`src/rtl/dac_gain_pkg.sv`:
```
// Shared constants for the DAC gain SPI controller: frame layout, FSM state
// encodings and the round-robin pick helper.
package dac_gain_pkg;

  localparam int FRAME_W = 24;
  localparam int ADDR_W  = 4;
  localparam logic [3:0] CMD_WR_UPD = 4'h3;

  localparam logic [2:0] ST_IDLE       = 3'd0;
  localparam logic [2:0] ST_LOAD       = 3'd1;
  localparam logic [2:0] ST_SHIFT      = 3'd2;
  localparam logic [2:0] ST_GAP        = 3'd3;
  localparam logic [2:0] ST_LDAC_WAIT  = 3'd4;
  localparam logic [2:0] ST_LDAC_PULSE = 3'd5;

  // Returns {found, idx}: first set bit of req at or after ptr, wrapping at n.
  function automatic logic [3:0] rr_pick(input logic [7:0] req,
                                         input logic [2:0] ptr,
                                         input int n);
    logic       found;
    logic [2:0] idx;
    int         j;
    found = 1'b0;
    idx   = 3'd0;
    for (int i = 0; i < 8; i++) begin
      j = int'(ptr) + i;
      if (j >= n) j = j - n;
      if (i < n && !found && req[j[2:0]]) begin
        found = 1'b1;
        idx   = j[2:0];
      end
    end
    return {found, idx};
  endfunction

endpackage

```
`src/rtl/spi_frame_tx.sv`:
```
// 24-bit SPI mode-0 frame shifter, MSB first. A start strobe while idle drops
// ss_n and presents the MSB; SCK_HALF clk per sck half-period; ss_n rises one
// half-period after the last falling edge. Synchronous active-low reset
// abandons any frame in flight on the same edge.
module spi_frame_tx
  import dac_gain_pkg::*;
#(
  parameter int SCK_HALF = 1
) (
  input  logic               clk,
  input  logic               rstn,
  input  logic               start,
  input  logic [FRAME_W-1:0] frame,
  output logic               ss_n,
  output logic               sck,
  output logic               mosi,
  output logic               last,
  output logic               done
);

  localparam int DIV_W = (SCK_HALF > 1) ? $clog2(SCK_HALF) : 1;

  logic             active;
  logic             tail;
  logic [DIV_W-1:0] div;
  logic [5:0]       edges;
  logic [FRAME_W-2:0] shreg;
  logic             tick;

  assign tick = (div == DIV_W'(SCK_HALF - 1));
  // last: the edge producing the final falling sck; done: the edge raising ss_n.
  assign last = active && !tail && tick && (edges == 6'(2*FRAME_W - 1));
  assign done = active && tail && tick;

  // Half-period divider, edge counter and shift register.
  always_ff @(posedge clk) begin
    if (!rstn) begin
      active <= 1'b0;
      tail   <= 1'b0;
      div    <= '0;
      edges  <= '0;
      shreg  <= '0;
      ss_n   <= 1'b1;
      sck    <= 1'b0;
      mosi   <= 1'b0;
    end else if (!active) begin
      if (start) begin
        active <= 1'b1;
        tail   <= 1'b0;
        div    <= '0;
        edges  <= '0;
        ss_n   <= 1'b0;
        mosi   <= frame[FRAME_W-1];
        shreg  <= frame[FRAME_W-2:0];
      end
    end else if (!tick) begin
      div <= div + 1'b1;
    end else begin
      div <= '0;
      if (tail) begin
        ss_n   <= 1'b1;
        mosi   <= 1'b0;
        active <= 1'b0;
        tail   <= 1'b0;
      end else if (!edges[0]) begin
        sck   <= 1'b1;
        edges <= edges + 1'b1;
      end else begin
        sck   <= 1'b0;
        edges <= edges + 1'b1;
        if (edges == 6'(2*FRAME_W - 1)) begin
          tail <= 1'b1;
        end else begin
          mosi  <= shreg[FRAME_W-2];
          shreg <= {shreg[FRAME_W-3:0], 1'b0};
        end
      end
    end
  end

endmodule

```
`src/rtl/dac_gain_spi_ctrl.sv`:
```
// N-channel DAC gain controller. Registers gain/limit requests, accepts a
// gain only when strictly below the channel's current limit, and sends each
// accepted gain as a 24-bit SPI frame {cmd, addr, data}, round-robin across
// channels, followed by an LDAC pulse.
// Build option LIMIT_CLAMP_EN: an over-limit request stores limit-1 (0 when
// the limit is 0) and is still sent; gain_rej pulses either way.
module dac_gain_spi_ctrl
  import dac_gain_pkg::*;
#(
  parameter int NUM_CH   = 2,
  parameter int DATA_W   = 16,
  parameter logic [NUM_CH*ADDR_W-1:0] CH_ADDR  = {4'h8, 4'h1},
  parameter logic [NUM_CH*DATA_W-1:0] GAIN_RST = {16'h0000, 16'h6050},
  parameter int SCK_HALF = 1,
  parameter int LDAC_DLY = 11,
  parameter int LDAC_LEN = 5
) (
  input  logic                     clk,
  input  logic                     rstn,
  input  logic [NUM_CH-1:0]        gain_wr,
  input  logic [NUM_CH*DATA_W-1:0] gain_in,
  input  logic [NUM_CH-1:0]        limit_wr,
  input  logic [NUM_CH*DATA_W-1:0] limit_in,
  output logic [NUM_CH-1:0]        gain_rej,
  output logic                     busy,
  output logic                     spi_ready,
  output logic                     ss_n,
  output logic                     sck,
  output logic                     mosi,
  output logic                     ldac_n
);

  localparam int CH_W = (NUM_CH > 1) ? $clog2(NUM_CH) : 1;

  logic [NUM_CH-1:0]             gain_wr_q, limit_wr_q;
  logic [NUM_CH-1:0][DATA_W-1:0] gain_in_q, limit_in_q;
  logic [NUM_CH-1:0][DATA_W-1:0] gain_q, limit_q;
  logic [NUM_CH-1:0]             pending, acc, rej, set, clr;
`ifdef LIMIT_CLAMP_EN
  logic [NUM_CH-1:0][DATA_W-1:0] clamp;
`endif

  logic [2:0]         state;
  logic [CH_W-1:0]    rr, pick_ch;
  logic [3:0]         pick;
  logic               start;
  logic [15:0]        data16;
  logic [FRAME_W-1:0] frame;
  logic [15:0]        tmr;
  logic               tx_last, tx_done;

  // Single input register stage.
  always_ff @(posedge clk) begin
    if (!rstn) begin
      gain_wr_q  <= '0;
      limit_wr_q <= '0;
      gain_in_q  <= '0;
      limit_in_q <= '0;
    end else begin
      gain_wr_q  <= gain_wr;
      limit_wr_q <= limit_wr;
      gain_in_q  <= gain_in;
      limit_in_q <= limit_in;
    end
  end

  // Limit compare against the stored (old) limit.
  always_comb begin
    acc = '0;
    rej = '0;
    set = '0;
`ifdef LIMIT_CLAMP_EN
    clamp = '0;
`endif
    for (int c = 0; c < NUM_CH; c++) begin
      acc[c] = gain_wr_q[c] && (gain_in_q[c] < limit_q[c]);
      rej[c] = gain_wr_q[c] && !acc[c];
`ifdef LIMIT_CLAMP_EN
      clamp[c] = (limit_q[c] == '0) ? '0 : limit_q[c] - 1'b1;
      set[c]   = gain_wr_q[c];
`else
      set[c]   = acc[c];
`endif
    end
  end

  // Per-channel gain/limit registers and pending flags; a new accept wins
  // over the clear issued when that channel is launched.
  always_ff @(posedge clk) begin
    if (!rstn) begin
      gain_q   <= GAIN_RST;
      limit_q  <= '1;
      pending  <= '0;
      gain_rej <= '0;
    end else begin
      for (int c = 0; c < NUM_CH; c++) begin
        gain_rej[c] <= rej[c];
        if (limit_wr_q[c]) limit_q[c] <= limit_in_q[c];
        if (acc[c]) gain_q[c] <= gain_in_q[c];
`ifdef LIMIT_CLAMP_EN
        else if (rej[c]) gain_q[c] <= clamp[c];
`endif
        pending[c] <= set[c] | (pending[c] & ~clr[c]);
      end
    end
  end

  // Round-robin pick and frame assembly for the channel being launched.
  always_comb begin
    pick    = rr_pick(8'(pending), 3'(rr), NUM_CH);
    pick_ch = CH_W'(pick[2:0]);
    start   = (state == ST_IDLE) && pick[3];
    clr     = '0;
    if (start) clr[pick_ch] = 1'b1;
    data16 = '0;
    data16[15 -: DATA_W] = gain_q[pick_ch];
    frame = {CMD_WR_UPD, CH_ADDR[int'(pick_ch)*ADDR_W +: ADDR_W], data16};
  end

  // Sequencer: launch, follow the shifter, then LDAC delay and pulse.
  always_ff @(posedge clk) begin
    if (!rstn) begin
      state  <= ST_IDLE;
      rr     <= '0;
      tmr    <= '0;
      ldac_n <= 1'b1;
    end else begin
      case (state)
        ST_IDLE: if (start) begin
          state <= ST_LOAD;
          rr    <= (pick_ch == CH_W'(NUM_CH - 1)) ? '0 : pick_ch + 1'b1;
        end
        ST_LOAD:  state <= ST_SHIFT;
        ST_SHIFT: if (tx_last) state <= ST_GAP;
        ST_GAP: if (tx_done) begin
          state <= ST_LDAC_WAIT;
          tmr   <= '0;
        end
        ST_LDAC_WAIT: if (tmr == 16'(LDAC_DLY - 1)) begin
          state  <= ST_LDAC_PULSE;
          ldac_n <= 1'b0;
          tmr    <= '0;
        end else begin
          tmr <= tmr + 1'b1;
        end
        ST_LDAC_PULSE: if (tmr == 16'(LDAC_LEN - 1)) begin
          state  <= ST_IDLE;
          ldac_n <= 1'b1;
          tmr    <= '0;
        end else begin
          tmr <= tmr + 1'b1;
        end
        default: state <= ST_IDLE;
      endcase
    end
  end

  spi_frame_tx #(.SCK_HALF(SCK_HALF)) u_tx (
    .clk   (clk),
    .rstn  (rstn),
    .start (start),
    .frame (frame),
    .ss_n  (ss_n),
    .sck   (sck),
    .mosi  (mosi),
    .last  (tx_last),
    .done  (tx_done)
  );

  assign spi_ready = ss_n;
  assign busy      = (state != ST_IDLE) || (|pending);

endmodule

```
`config.mk`:
```
export PLATFORM = sky130hd
export DESIGN_NAME = dac_gain_spi_ctrl
export DESIGN_NICKNAME = d
export VERILOG_FILES = /design/src/rtl/dac_gain_pkg.sv /design/src/rtl/spi_frame_tx.sv /design/src/rtl/dac_gain_spi_ctrl.sv
export SDC_FILE = /design/constraint.sdc
export NUM_CORES = 1
export LEC_CHECK = 0
export BUFFER_PORTS_ARGS = -buffer_cell sky130_fd_sc_hd__buf_2
export CORE_UTILIZATION = 63
export DETAILED_ROUTE_END_ITERATION = 10
export PLACE_DENSITY = 0.84
export SLEW_MARGIN = 40
export SYNTH_ARGS = -nofsm -noshare
export SYNTH_HDL_FRONTEND = slang
export SYNTH_SLANG_ARGS = --single-unit
```
`constraint.sdc`:
```
create_clock -name clk -period 4.2 [get_ports clk]
set_input_delay 0.84 -clock clk [delete_from_list [all_inputs] [get_ports clk]]
set_output_delay 0.84 -clock clk [all_outputs]
set_load 0.02 [all_outputs]
```
**Yosys cells after proc, flatten, opt, wreduce, memory -nomap -nowiden**

Cells that the tools add are included.

- Bits in registers: 192
- Bits of input ports: 70

- Mux-type cells: 60
- Bitwise operators: 8
- Eq/ne operators: 20
- Shifts and indexed selects: 1
- Add/subtract/negate cells: 7
- Reduce and logical (&&, ||, !) cells: 33
- Order comparisons: 8

Operators with widths:

| kind | number |
|---|---|
| 2-to-1 mux 23 bit | 6 |
| 2-to-1 mux 16 bit | 5 |
| one-hot mux 16 bit (3 select lines) | 1 |
| less-than comparator 16 bit | 2 |
| 2-to-1 mux 1 bit | 31 |
| 2-to-1 mux 6 bit | 4 |
| 2-to-1 mux 3 bit | 7 |
| != test 2 bit, second input constant | 10 |
| one-hot mux 3 bit (6 select lines) | 1 |
| adder 16 x 1 -> 16 bit, second input constant | 1 |
| == test 16 x 3 -> 1 bit, second input constant | 1 |
| == test 16 x 4 -> 1 bit, second input constant | 1 |
| logical AND 1 bit | 12 |
| AND reduction 3 bit | 4 |
| AND reduction 5 bit | 2 |
| less-than comparator 3 x 4 -> 1 bit, second input constant | 2 |
| indexed part select 8 x 4 -> 4 bit, first input constant | 1 |
| adder 6 x 1 -> 6 bit, second input constant | 1 |
| binary-select mux 1 bit (select 3 bit) | 2 |
| == test 3 x 2 -> 1 bit, second input constant | 2 |
| == test 3 bit, second input constant | 2 |
| == test 6 bit, second input constant | 1 |
| != test 3 bit, second input constant | 2 |
| AND reduction 2 bit | 3 |
| 22 further kinds | 33 |

**Depth between registers and ports, before layout**

- Depth after elaboration: 16
- Mapped depth: 9
- Depth with buffers taken out: 7

**By module**

Synthesis repeated with hierarchy kept, for this count alone.

- Cell total of the unflattened synthesis: 828
- Area total of the unflattened synthesis: 7940.1 sq um

Modules (own cells, without submodules):

| module | sequential area each (sq um) | area each (sq um) | instances | cells each |
|---|---|---|---|---|
| dac_gain_spi_ctrl | 3143.0 | 6386.1 | 1 | 669 |
| spi_frame_tx | 680.7 | 1554.0 | 1 | 159 |

**Worst setup path after synthesis**

Ideal clock, no wire load.

- Kind: reg-to-reg
- From: reg limit_q[15] (netlist name)
- To: reg pending[0]
- Data required time: 4.085 ns
- Setup time: 0.115 ns
- Setup slack: 1.998 ns
- Clock period less this slack: 2.202 ns
- Arrival: 2.087 ns
- Stages on the path, launching flop included: 10
- Cells stage by stage: dfxtp_1 -> inv_1 -> ha_1 -> and4_1 -> nand4_1 -> or4_1 -> and4_1 -> buf_6 -> buf_12 -> o21a_1

- Cells in the longest elaborated chain, start to end: 3

RTL lines:

| element | RTL line | source |
|---|---|---|
| from (decl) | dac_gain_spi_ctrl.sv:37 | `logic [NUM_CH-1:0][DATA_W-1:0] gain_q, limit_q;` |
| from (signal, indexed assignment) | dac_gain_spi_ctrl.sv:98 | `if (limit_wr_q[c]) limit_q[c] <= limit_in_q[c];` |
| less-than comparator 16 bit | dac_gain_spi_ctrl.sv:76 | `acc[c] = gain_wr_q[c] && (gain_in_q[c] < limit_q[c]);` |
| logical AND 1 bit | dac_gain_spi_ctrl.sv:76 |  |
| OR 1 bit | dac_gain_spi_ctrl.sv:103 | `pending[c] <= set[c] \| (pending[c] & ~clr[c]);` |
| to (signal, indexed assignment) | dac_gain_spi_ctrl.sv:103 |  |
| to (decl) | dac_gain_spi_ctrl.sv:38 | `logic [NUM_CH-1:0] pending, acc, rej, set, clr;` |

No other way between the ends.
A chain may end at the register's enable or synchronous reset.

**Worst setup path in the final report**

- From: reg state[1]
- To: out busy

- Cells in the longest elaborated chain, start to end: 2

RTL lines:

| element | RTL line | source |
|---|---|---|
| from (decl) | dac_gain_spi_ctrl.sv:43 | `logic [2:0] state;` |
| from (signal assigned) | dac_gain_spi_ctrl.sv:123 | `state <= ST_IDLE;` |
| from (signal assigned) | dac_gain_spi_ctrl.sv:130 | `state <= ST_LOAD;` |
| from (signal assigned) | dac_gain_spi_ctrl.sv:133 | `ST_LOAD: state <= ST_SHIFT;` |
| nonzero test 3 bit | dac_gain_spi_ctrl.sv:171 | `assign busy = (state != ST_IDLE) \|\| (\|pending);` |
| logical OR 1 bit | dac_gain_spi_ctrl.sv:171 |  |
| to (decl) | dac_gain_spi_ctrl.sv:25 | `output logic busy,` |

No other way between the ends.

==> qor.yml <==
worst_setup_path:
  critPathCaptureType: "output port"
  worst_path_max_delay_cell: "sky130_fd_sc_hd__nor3_1"
  timing.critical_path.fanout_max: 12
  critical_path.startpoint_type: "flip-flop"
  critPathTopFamily: "simple AND/OR/NAND/NOR gates"
  worstPathBufferInverterCount: 1
  crit_path_start: "state[1]"
  data_arrival_time_at_the_worst_slack_endpoint_ns: 1.60
  worst_r2r_startpoint: "limit_q[30]"
  critical_path.max_stage_delay_ns: 0.48
  cp_data_required_time_ns: 3.36
  path_cells: "nor3_1 > nand2_1 > buf_2"
  timing.setup.critical_path_class: "flip-flop to output port"
finish:
  instances_no_fill: 1079
  layout.nets: 1002
  syn2layout_area_growth_pct: 12.3
  multi_input_comb_area_um2: 3640
  footprint_of_the_flip_flops_and_latches_um2: 3830
  diode_insertion_count_for_antenna_repair: 0
  number_of_inserted_filler_cells_in_the_final_layout: 888
  final_layout_size_suffix_gt1_share_pct: 14.9
timing:
  timing_hold_violations_final: 0
  slew_violations: 0
  timing_worst_slew_pin_value_ns: 0.854
  rsz0062_at_grt: "no"
  finalSetupTns_ns: 0
  post-route-min-period_ns: 2.44
  relSlewSlack_pct: 42.9
  clock.fmax_mhz: 411
  min_period_over_period_pct: 58.0
  setup_violations: 0
  worst_clock_skew_ns: 0.0103
synth:
  synth_largest_type_area_fraction_pct: 48.6
  yosys-top-cells-area: "sky130_fd_sc_hd__dfxtp_1, sky130_fd_sc_hd__nand2_1, sky130_fd_sc_hd__and2_1, sky130_fd_sc_hd__ha_1, sky130_fd_sc_hd__mux2i_1"
  register_bit_total_from_synthesis: 191
  synth_cell_type_count: 60
  ys.flop_type: "sky130_fd_sc_hd__dfxtp_1"
  edff_count_synth: 0
  synthesis.area_um2: 7860
  synth_most_common_cell: "sky130_fd_sc_hd__dfxtp_1"
  post_synth_most_frequent_cells: "sky130_fd_sc_hd__dfxtp_1, sky130_fd_sc_hd__nand2_1, sky130_fd_sc_hd__and2_1"
  synthesis.nets: 950
  seq_area_frac_synth_pct: 48.6
  netlist_instances: 846
  synth_top_cell_by_area: "sky130_fd_sc_hd__dfxtp_1"
  synth-warning-count: 0
  postSynth.asyncResetShare_pct: 0
  average_footprint_of_a_synthesized_cell_um2: 9.29
routing:
  dr_total_vias: 5857
  detail_route.iter0.violations: 358
  final_routed_drc_violation_total: 0
  routed_wirelength_um: 15500
  post_drt_wl_per_cell_um: 14.4
  ant_nets: 0
  drt_pass1_iterations: 5
  drt-vias-per-instance: 5.43
clock_network:
  ctsResizeCount: 0
  clkSinkCount: 191
  cts_hold_repair.buffers: 0
  worst_setup_hold_path_clk_slew_ns: 0.07
  cts_inserted_buffers: 17
  worstSkewPairLatency_ns: 0.43
  cts_tree: "done"
  cts_root_buffer: "sky130_fd_sc_hd__clkbuf_16"
  htree_levels: 4
  clk_path_buf_depth: 2
  postCtsSetupRepairBufs: 0
power_and_ir_drop:
  leakagePower_nw: 3.71
  p_sw_share_pct: 26.5
  total_switching_power_mw: 1.09
  cellInternalPower_mw: 3.03
  finalPower_mw: 4.13
  share_of_power_burned_in_combinational_logic_pct: 12.2
  vdd.ir_drop.worst_mv: 0.407
  powerDensity_nw_per_um2: 468
  clock_power_share_pct: 38.9
  pwr-share-seq_pct: 48.9
grt:
  grt_first_pass_wirelength_um: 26000
  antenna_violations_before_repair: 0
  overflow: 0
  grt_pass1_vias: 5664
  global_route.usage.total_pct: 25.6
  grt_start_max_net_pins: 90
hold_path:
  holdCritStartpoint: "limit_in_q[29]"
  holdCritPathClass: "flip-flop to flip-flop"
floorplan:
  ioPinCount: 78
  floorplan.rows: 40
  die_w_um: 114
  start_util_pct: 64.9
  die_height_um: 114
  dieArea_um2: 12900
  fp.coreArea_um2: 12100
placement:
  place.gp.congestion: 0.876
  dpl.cell_count: 1047
  place_hpwl_um: 9800
  port_buffers: 77
status:
  status: "completed"
run:
  max_cap_viols: 0
==> power groups by stage <==
stage	logic, mW	registers (mW)	clock network (mW)
2_1_floorplan	0.417	2.01	0
3_3_place_gp	0.483	2.05	0
3_5_place_dp	0.496	2.05	0
4_1_cts	0.505	2.01	1.62
5_1_grt	0.564	2.03	1.70
6_report	0.504	2.02	1.61
==> worst min-delay path, stage by stage, from the launching register on <==
cell                       delay, ns
sky130_fd_sc_hd__dfxtp_1        0.31
sky130_fd_sc_hd__nand2_1        0.05
sky130_fd_sc_hd__o211ai_1       0.06
==> layout by cell type, fill, tap and decap left out, types with 4 or more instances in the layout <==
cell                        count
sky130_fd_sc_hd__nor2b_1        4
sky130_fd_sc_hd__ha_1          34
sky130_fd_sc_hd__inv_6          6
sky130_fd_sc_hd__a31oi_1        4
sky130_fd_sc_hd__clkbuf_16     17
sky130_fd_sc_hd__buf_2         76
sky130_fd_sc_hd__nand3_1       15
sky130_fd_sc_hd__nand4_1       15
sky130_fd_sc_hd__nor3_1        12
sky130_fd_sc_hd__o21ai_0        9
sky130_fd_sc_hd__a21oi_1       37
sky130_fd_sc_hd__nor4_1         5
sky130_fd_sc_hd__inv_1         37
sky130_fd_sc_hd__o21a_1         5
sky130_fd_sc_hd__xnor2_1       13
sky130_fd_sc_hd__clkbuf_1       4
sky130_fd_sc_hd__o211ai_1      48
sky130_fd_sc_hd__mux2i_1       36
sky130_fd_sc_hd__nand2b_1      22
sky130_fd_sc_hd__and2_1        69
sky130_fd_sc_hd__buf_4          5
sky130_fd_sc_hd__dfxtp_1      189
sky130_fd_sc_hd__nand2_1      131
sky130_fd_sc_hd__nor2_1        50
sky130_fd_sc_hd__mux2_2        15
==> state kept, by name, indices dropped and copies added, names as in the netlist <==
name,cells
limit_in_q,32
u_tx.mosi,1
limit_q,32
u_tx.sck,1
tmr,16
ldac_n,1
u_tx.tail,1
gain_wr_q,2
limit_wr_q,2
u_tx.ss_n,1
u_tx.shreg,23
state,3
gain_rej,2
pending,2
gain_q,32
u_tx.active,1
u_tx.edges,6
rr,1
gain_in_q,32
==> path summary, 6_finish.rpt <==
check        depth (start not counted)     endpoint  slack [ns]
max                                  3         busy        1.76
min                                  2  limit_q[29]        0.45
max reg2reg                          8   pending[1]        1.79
min reg2reg                          2  limit_q[29]        0.45
==> cell families (layout without fill, tap and decap cells) <==
family / count (synthesis) / in the layout / synth area share, %
AO/OA/AOI/OAI: 125 / 125 / 10.6
XOR/XNOR: 16 / 16 / 1.78
adder cells (fa/ha/maj): 34 / 34 / 5.41
buffers and inverters: 86 / 151 / 5.19
flip-flops: 191 / 191 / 48.6
multiplexers: 51 / 51 / 6.73
AND/OR/NAND/NOR: 343 / 343 / 21.6
==> per-stage QoR <==
step / hold slack (ns) / setup slack [ns] / utilization, % / cell area (um2)
floorplan: 0.408 / 2.00 / - / 7860
global placement: 0.428 / 1.72 / 68.0 / 8230
detailed placement: 0.433 / 1.70 / 68.0 / 8230
CTS: 0.451 / 1.76 / 72.8 / 8820
global route: 0.463 / 1.66 / 72.9 / 8820
finish: 0.447 / 1.76 / 72.9 / 8820
==> cell type report <==
cell class	count	area share, %
clock inverters	11	1.63
well taps	168	2.38
inverters	38	1.62
multi-input cells	569	41.3
clock buffers	21	4.99
repair buffers	81	4.74
flip-flops and latches	191	43.4
==> metal layers <==
metal,wire [um],vias to the layer above,track usage (%)
met3,604,32,5.53
li1,-,2974,-
met4,357,0,11.0
met2,7530,168,43.8
met5,0,-,0
met1,7010,2683,31.0
Power figures use the tool's default switching activity.
